## src/rtl/mem_bus_initiator.sv

```systemverilog
// Initiator for the multiplexed address/data memory bus: one address beat, a burst of data beats, one response.
// Optional page filtering is enabled by defining MC_PAGE_CHECK_EN.
module mem_bus_initiator #(
  parameter int BUSWIDTH        = 16,
  parameter int DATAPAYLOADSIZE = 4,
  parameter int DBUFWIDTH       = 64
) (
  input  logic                 clk,
  input  logic                 resetH,
  input  logic                 req_valid,
  output logic                 req_ready,
  input  logic [16:0]          req_instr,
  input  logic [DBUFWIDTH-1:0] req_wdata,
  output logic                 rsp_valid,
  output logic [DBUFWIDTH-1:0] rsp_rdata,
  output logic                 rsp_err,
  output logic                 AddrValid,
  output logic                 rw_,
  output logic [BUSWIDTH-1:0]  AddrData_out,
  output logic                 AddrData_oe,
  input  logic [BUSWIDTH-1:0]  AddrData_in
);

  localparam logic [3:0] MEMPAGE1 = 4'h2;
  localparam logic [3:0] MEMPAGE2 = 4'hF;
  localparam int CW =
    (DATAPAYLOADSIZE > 1) ? $clog2(DATAPAYLOADSIZE) : 1;

  typedef struct packed {
    logic        InstrType;
    logic [3:0]  page;
    logic [11:0] loc;
  } instr_t;

  typedef enum logic [1:0] {
    IDLE, ADDR, DATA, RESP
  } state_t;

  state_t               r_state;
  state_t               w_next;
  instr_t               r_instr;
  logic [DBUFWIDTH-1:0] r_wdata;
  logic [DBUFWIDTH-1:0] r_rdata;
  logic [CW-1:0]        r_beat;
  logic                 r_err;
  logic                 w_accept;
  logic                 w_bad_page;
  logic                 w_last;

  assign w_accept = (r_state == IDLE) && req_valid;
  assign w_last   = (r_beat == CW'(DATAPAYLOADSIZE - 1));

`ifdef MC_PAGE_CHECK_EN
  assign w_bad_page = (req_instr[15:12] != MEMPAGE1) &&
                      (req_instr[15:12] != MEMPAGE2);
`else
  assign w_bad_page = 1'b0;
`endif

  always_ff @(posedge clk or posedge resetH) begin
    if (resetH) r_state <= IDLE;
    else        r_state <= w_next;
  end

  always_ff @(posedge clk or posedge resetH) begin
    if (resetH) begin
      r_instr <= '0;
      r_wdata <= '0;
      r_rdata <= '0;
      r_beat  <= '0;
      r_err   <= 1'b0;
    end else begin
      if (w_accept) begin
        r_instr <= instr_t'(req_instr);
        r_wdata <= req_wdata;
        r_beat  <= '0;
        r_err   <= w_bad_page;
      end
      if (r_state == DATA) begin
        r_beat <= r_beat + 1'b1;
        if (r_instr.InstrType)
          r_rdata[int'(r_beat)*BUSWIDTH +: BUSWIDTH]
            <= AddrData_in;
      end
    end
  end

  // Outputs decode from state only; reset also masks req_ready.
  always_comb begin
    w_next       = r_state;
    req_ready    = 1'b0;
    AddrValid    = 1'b0;
    rw_          = 1'b1;
    AddrData_out = '0;
    AddrData_oe  = 1'b0;
    rsp_valid    = 1'b0;
    rsp_err      = 1'b0;
    rsp_rdata    = '0;
    unique case (r_state)
      IDLE: begin
        req_ready = !resetH;
        if (w_accept)
          w_next = w_bad_page ? RESP : ADDR;
      end
      ADDR: begin
        AddrValid    = 1'b1;
        rw_          = r_instr.InstrType;
        AddrData_out =
          BUSWIDTH'({r_instr.page, r_instr.loc});
        AddrData_oe  = 1'b1;
        w_next       = DATA;
      end
      DATA: begin
        rw_ = r_instr.InstrType;
        if (!r_instr.InstrType) begin
          AddrData_oe  = 1'b1;
          AddrData_out =
            r_wdata[int'(r_beat)*BUSWIDTH +: BUSWIDTH];
        end
        if (w_last) w_next = RESP;
      end
      RESP: begin
        rsp_valid = 1'b1;
        rsp_err   = r_err;
        if (r_instr.InstrType && !r_err)
          rsp_rdata = r_rdata;
        w_next    = IDLE;
      end
      default: w_next = IDLE;
    endcase
  end

endmodule

```

## config.mk

```make
export PLATFORM = sky130hd
export DESIGN_NAME = mem_bus_initiator
export DESIGN_NICKNAME = d
export VERILOG_FILES = /design/src/rtl/mem_bus_initiator.sv
export SDC_FILE = /design/constraint.sdc
export NUM_CORES = 1
export LEC_CHECK = 0
export BUFFER_PORTS_ARGS = -buffer_cell sky130_fd_sc_hd__buf_2
export CAP_MARGIN = 10
export CORE_MARGIN = 3
export CORE_UTILIZATION = 30
export DETAILED_ROUTE_END_ITERATION = 8
export GPL_ROUTABILITY_DRIVEN = 0
export GPL_TIMING_DRIVEN = 1
export HOLD_SLACK_MARGIN = 0.1
export PLACE_DENSITY_LB_ADDON = 0.05
export SETUP_SLACK_MARGIN = 0.15
export SYNTH_ARGS = -nofsm -noshare
export SYNTH_HDL_FRONTEND = slang
export SYNTH_SLANG_ARGS = --single-unit
```

## constraint.sdc

```tcl
create_clock -name clk -period 6 [get_ports clk]
set_clock_uncertainty 0.05 [all_clocks]
set_input_delay 0.9 -clock clk [delete_from_list [all_inputs] [get_ports clk]]
set_output_delay 0.9 -clock clk [all_outputs]
set_load 0.02 [all_outputs]
```

* Word-level counts from Yosys, hierarchy flattened
Cells that the tools add are included.
** Cells by class
- Add/subtract/negate cells :: 2
- Equal/unequal tests :: 6
- Shifts and indexed selects :: 3
- Multiplexer cells :: 16
- Reductions and logical operators :: 7
** Operators by type and width (count)
- 2-to-1 mux 64 bit :: 2
- bitwise mux 64 bit :: 1
- variable shift 16 x 33 -> 64 bit (first input constant) :: 1
- variable part select 16 x 33 -> 64 bit :: 1
- variable part select 64 x 7 -> 16 bit :: 1
- negation 6 -> 33 bit :: 1
- one-hot mux 16 bit (2 select lines) :: 1
- 2-to-1 mux 16 bit :: 1
- 2-to-1 mux 2 bit :: 4
- one-hot mux 2 bit (4 select lines) :: 1
- == test 2 bit (second input constant) :: 3
- 2-to-1 mux 1 bit :: 5
- != test 2 bit (second input constant) :: 2
- AND reduction 2 bit :: 2
- adder 2 x 1 -> 2 bit (second input constant) :: 1
- == test 2 x 1 -> 1 bit (second input constant) :: 1
- zero test 2 bit :: 1
- one-hot mux 1 bit (2 select lines) :: 1
- nonzero test 2 bit :: 1
- OR reduction 2 bit :: 1
- logical AND 1 bit :: 1
- zero test 1 bit :: 1
** Storage, ports and cells
- Flip-flop bits (word level) :: 149
- Input port bits :: 100
- Output and inout bits :: 86
- Logic and storage cells :: 41

* Logic depth before layout (Yosys ltp)
- Word-level depth :: 4
- Gate-level depth with buffers :: 9
- Depth with buffers taken out :: 5

* Worst setup path after synthesis
OpenSTA, ideal clock, no wires.
- Path type :: register to output
- From :: register r_state[0]
- To :: output AddrData_out[10]
- Arrival time :: 1.730 ns
- Data required time :: 5.050 ns
- Setup slack :: 3.320 ns
- Stages on the path, launching flop included :: 7
- Path buffers :: 2
- Cells stage by stage :: dfrtp_1 > inv_1 > ha_1 > and2_1 > clkbuf_1 > clkbuf_1 > a221o_1
** On the way
- Cells in the longest elaborated chain, start to end :: 2
- Elaborated cells between the ends (all ways) :: 3
- Those cells by class :: 2 x eq/ne; 1 x mux
** Ends and longest elaborated chain
- start, declared :: line 39 : state_t r_state;
- start signal, assigned :: line 62 : else r_state <= w_next;
- == test 2 bit / == test 2 x 1 -> 1 bit (equally long branches) :: line 99 : unique case (r_state)
- one-hot mux 16 bit (2 select lines) * :: line 99
- end, declared :: line 19 : output logic [BUSWIDTH-1:0] AddrData_out,
Every way passes the cells marked *; elsewhere a longest branch is shown, timed or not.

* Final worst setup path
- From :: register r_state[0]
- To :: output AddrData_out[7]
Same word-level chain as after synthesis.

==> results.toml <==
[timing]
setup_tns_ns = 0
maxSlewViolCount = 0
finalCritPeriodShare_pct = 63.7
setup_viol = 0
final.min_clock_period_ns = 3.82
post-route-worst-setup-slack_ns = 2.18
worstMarginPinSlew_ns = 1.15
fmax_ghz = 0.262
slew_headroom_pct = 23.4
rsz0062_at_grt = "false"
finalHoldViolations = 0
whs_ns = 0.424

[power_and_ir_drop]
power_mw = 4.53
power.leakage_nw = 4.40
ir_worst_vdd_mv = 0.174
power_density_nw_per_um2 = 521

[route]
drc_errors = 0
drtAntennaViolNets = 0
via_per_inst = 4.94
first_iter_violations = 259
dr.max_layer_used = "met5"
wl_met1_mm = 9.17
vias = 5083
dr_wl_met2_mm = 9.37
drt_wl_total_mm = 20.2
wl_per_cell_um = 19.6
dr.pass1.iters = 5
wl_met3_mm = 1.24

[clocking]
cts_made_buffers = 17
cts.path.max_buffers = 2
cts_tree = "done"
ctsHoldBuffers = 0
cts_root_buf = "clkbuf_16"
cts_setup_buffers = 0
post_cts_resize_count = 0
clock-sinks = 149
htreeDepth = 4
clk_pin_slew_ns = 0.06
clk_latency_ns = 0.41

[cells_and_area]
area_delta_synth_final_pct = 25.5
final_cell_mix = "buf_2 (184), dfrtp_1 (147), mux2_2 (99)"
fin_nets = 844
drive_gt1_share_pct = 43.8
mostFrequentLayoutCell = "buf_2"
fin_cells = 1029
final_core_util_pct = 39.0
finalInstanceArea_um2 = 8680

[status]
status = "completed"

[floorplan]
core_um2 = 22200
dieArea_um2 = 24900
io_pins = 186
initial_core_util_pct = 31.1
core.rowCount = 54
die_y_um = 158
fp.dieW_um = 158

[synth]
synth-simple-area-share_pct = 13.2
synth_xor_area_share_pct = 0
synthMuxAreaShare_pct = 18.4
postSynthAreaPerCell_um2 = 12.0
synth_warnings = 0
synth-seq-cells = 149
synth.cell_area_um2 = 6920
netlist_instances = 577
synth_compound_area_share_pct = 9.15
ys_seq_area_share_pct = 53.9
synth_top_family_by_area = "multiplexers"
synth_adder_area_share_pct = 1.81
netlist-cell-type-count = 33
mappedNetlistNets = 687

[place]
io_buffers = 184
hpwl_mm = 13.6
place_inst = 995
post_dp_cell_area_um2 = 8000
post-place-ws_ns = 2.61

[min_path]
min_path_type = "reg -> reg"

[global_route]
track_usage_pct = 16.4
antenna_found_initial = 4
grt_pass1_wl_mm = 31.1
grt_pass1_vias = 5351
grt_max_degree = 87
grt_overflow_total = 0

[setup_path]
crit_arrival_ns = 2.87
startpoint_type = "register"
cp_max_fo = 16
crit_required_ns = 5.05
crit_path_end_kind = "output pin"
worst-setup-path-type = "reg -> out"

[job]
cap_violations = 0
==> sequential cells by signal, indices dropped and copies added, names as in the netlist <==
| signal | flops |
|---|---|
| r_beat | 2 |
| r_rdata | 64 |
| r_wdata | 64 |
| r_state | 2 |
| r_instr | 17 |
==> power by group <==
part           switching, mW  total (mW)  internal [mW]
Combinational          0.779        1.52          0.737
Clock                  0.449        1.23          0.785
Sequential             0.327        1.77           1.45
Total                   1.55        4.53           2.97
==> critical path: stages, from the launching register on <==
cell and delay, ns:
dfrtp_1 0.41, inv_1 0.12, ha_1 0.46, nor2b_1 0.22, and3_1 0.78, a221o_1 0.28, buf_2 0.17
==> logic make-up (layout without fill, tap and decap cells) <==
family,Yosys count,after routing
fa+ha+maj,10,10
compound gates,85,85
simple gates,164,164
mux,115,115
other cells,1,3
buf+inv,53,223
flops,149,149
==> routing by layer <==
metal  track usage, %  vias to the layer above
met1             22.9                     2546
li1                 -                     2374
met3             5.14                       21
met4             5.12                        2
met2             24.5                      140
met5                0                        -
==> cells in the mapped netlist (all sizes together) <==
cell    number  area share (%)
and2         1           0.090
a21oi        2            0.14
o21a         1            0.11
a22o        32             4.1
nor2         1           0.054
clkbuf      26             1.4
nor2b       19             1.7
buf         21             1.7
and4bb       1            0.18
conb         1           0.054
and3        65             5.9
mux2i       16             2.3
nand4        1           0.090
o32a         1            0.14
ha          10             1.8
nand2       67             3.6
a221o       16             2.3
and4b        1            0.14
nor3         1            0.14
dfrtp      149              54
nand3        4            0.47
inv          6            0.33
nand2b       1           0.090
nor4b        2            0.69
o21ai       33             2.4
mux2        99              16
==> area by class of cell <==
cell class	count	area [µm²]
clock inverter	15	253
fill	2205	13500
antenna	2	5.00
timing repair buffer	185	928
inverter	6	27.5
sequential	149	3730
clock buffer	17	425
tap	280	350
multi-input combinational	375	2960
==> worst paths after layout <==
kind / end / start / slack [ns] / cells past startpoint
min in group asynchronous: r_wdata[33] / resetH / 0.59 / 2
worst min-delay path: r_rdata[46] / r_rdata[46] / 0.42 / 2
worst max-delay path: AddrData_out[7] / r_state[0] / 2.18 / 6
worst max register to register: r_rdata[62] / r_beat[1] / 2.97 / 4
worst min register to register: r_rdata[46] / r_rdata[46] / 0.42 / 2
max in group asynchronous: r_rdata[44] / resetH / 3.90 / 3
No activity file was read; power rests on OpenSTA's default activity.
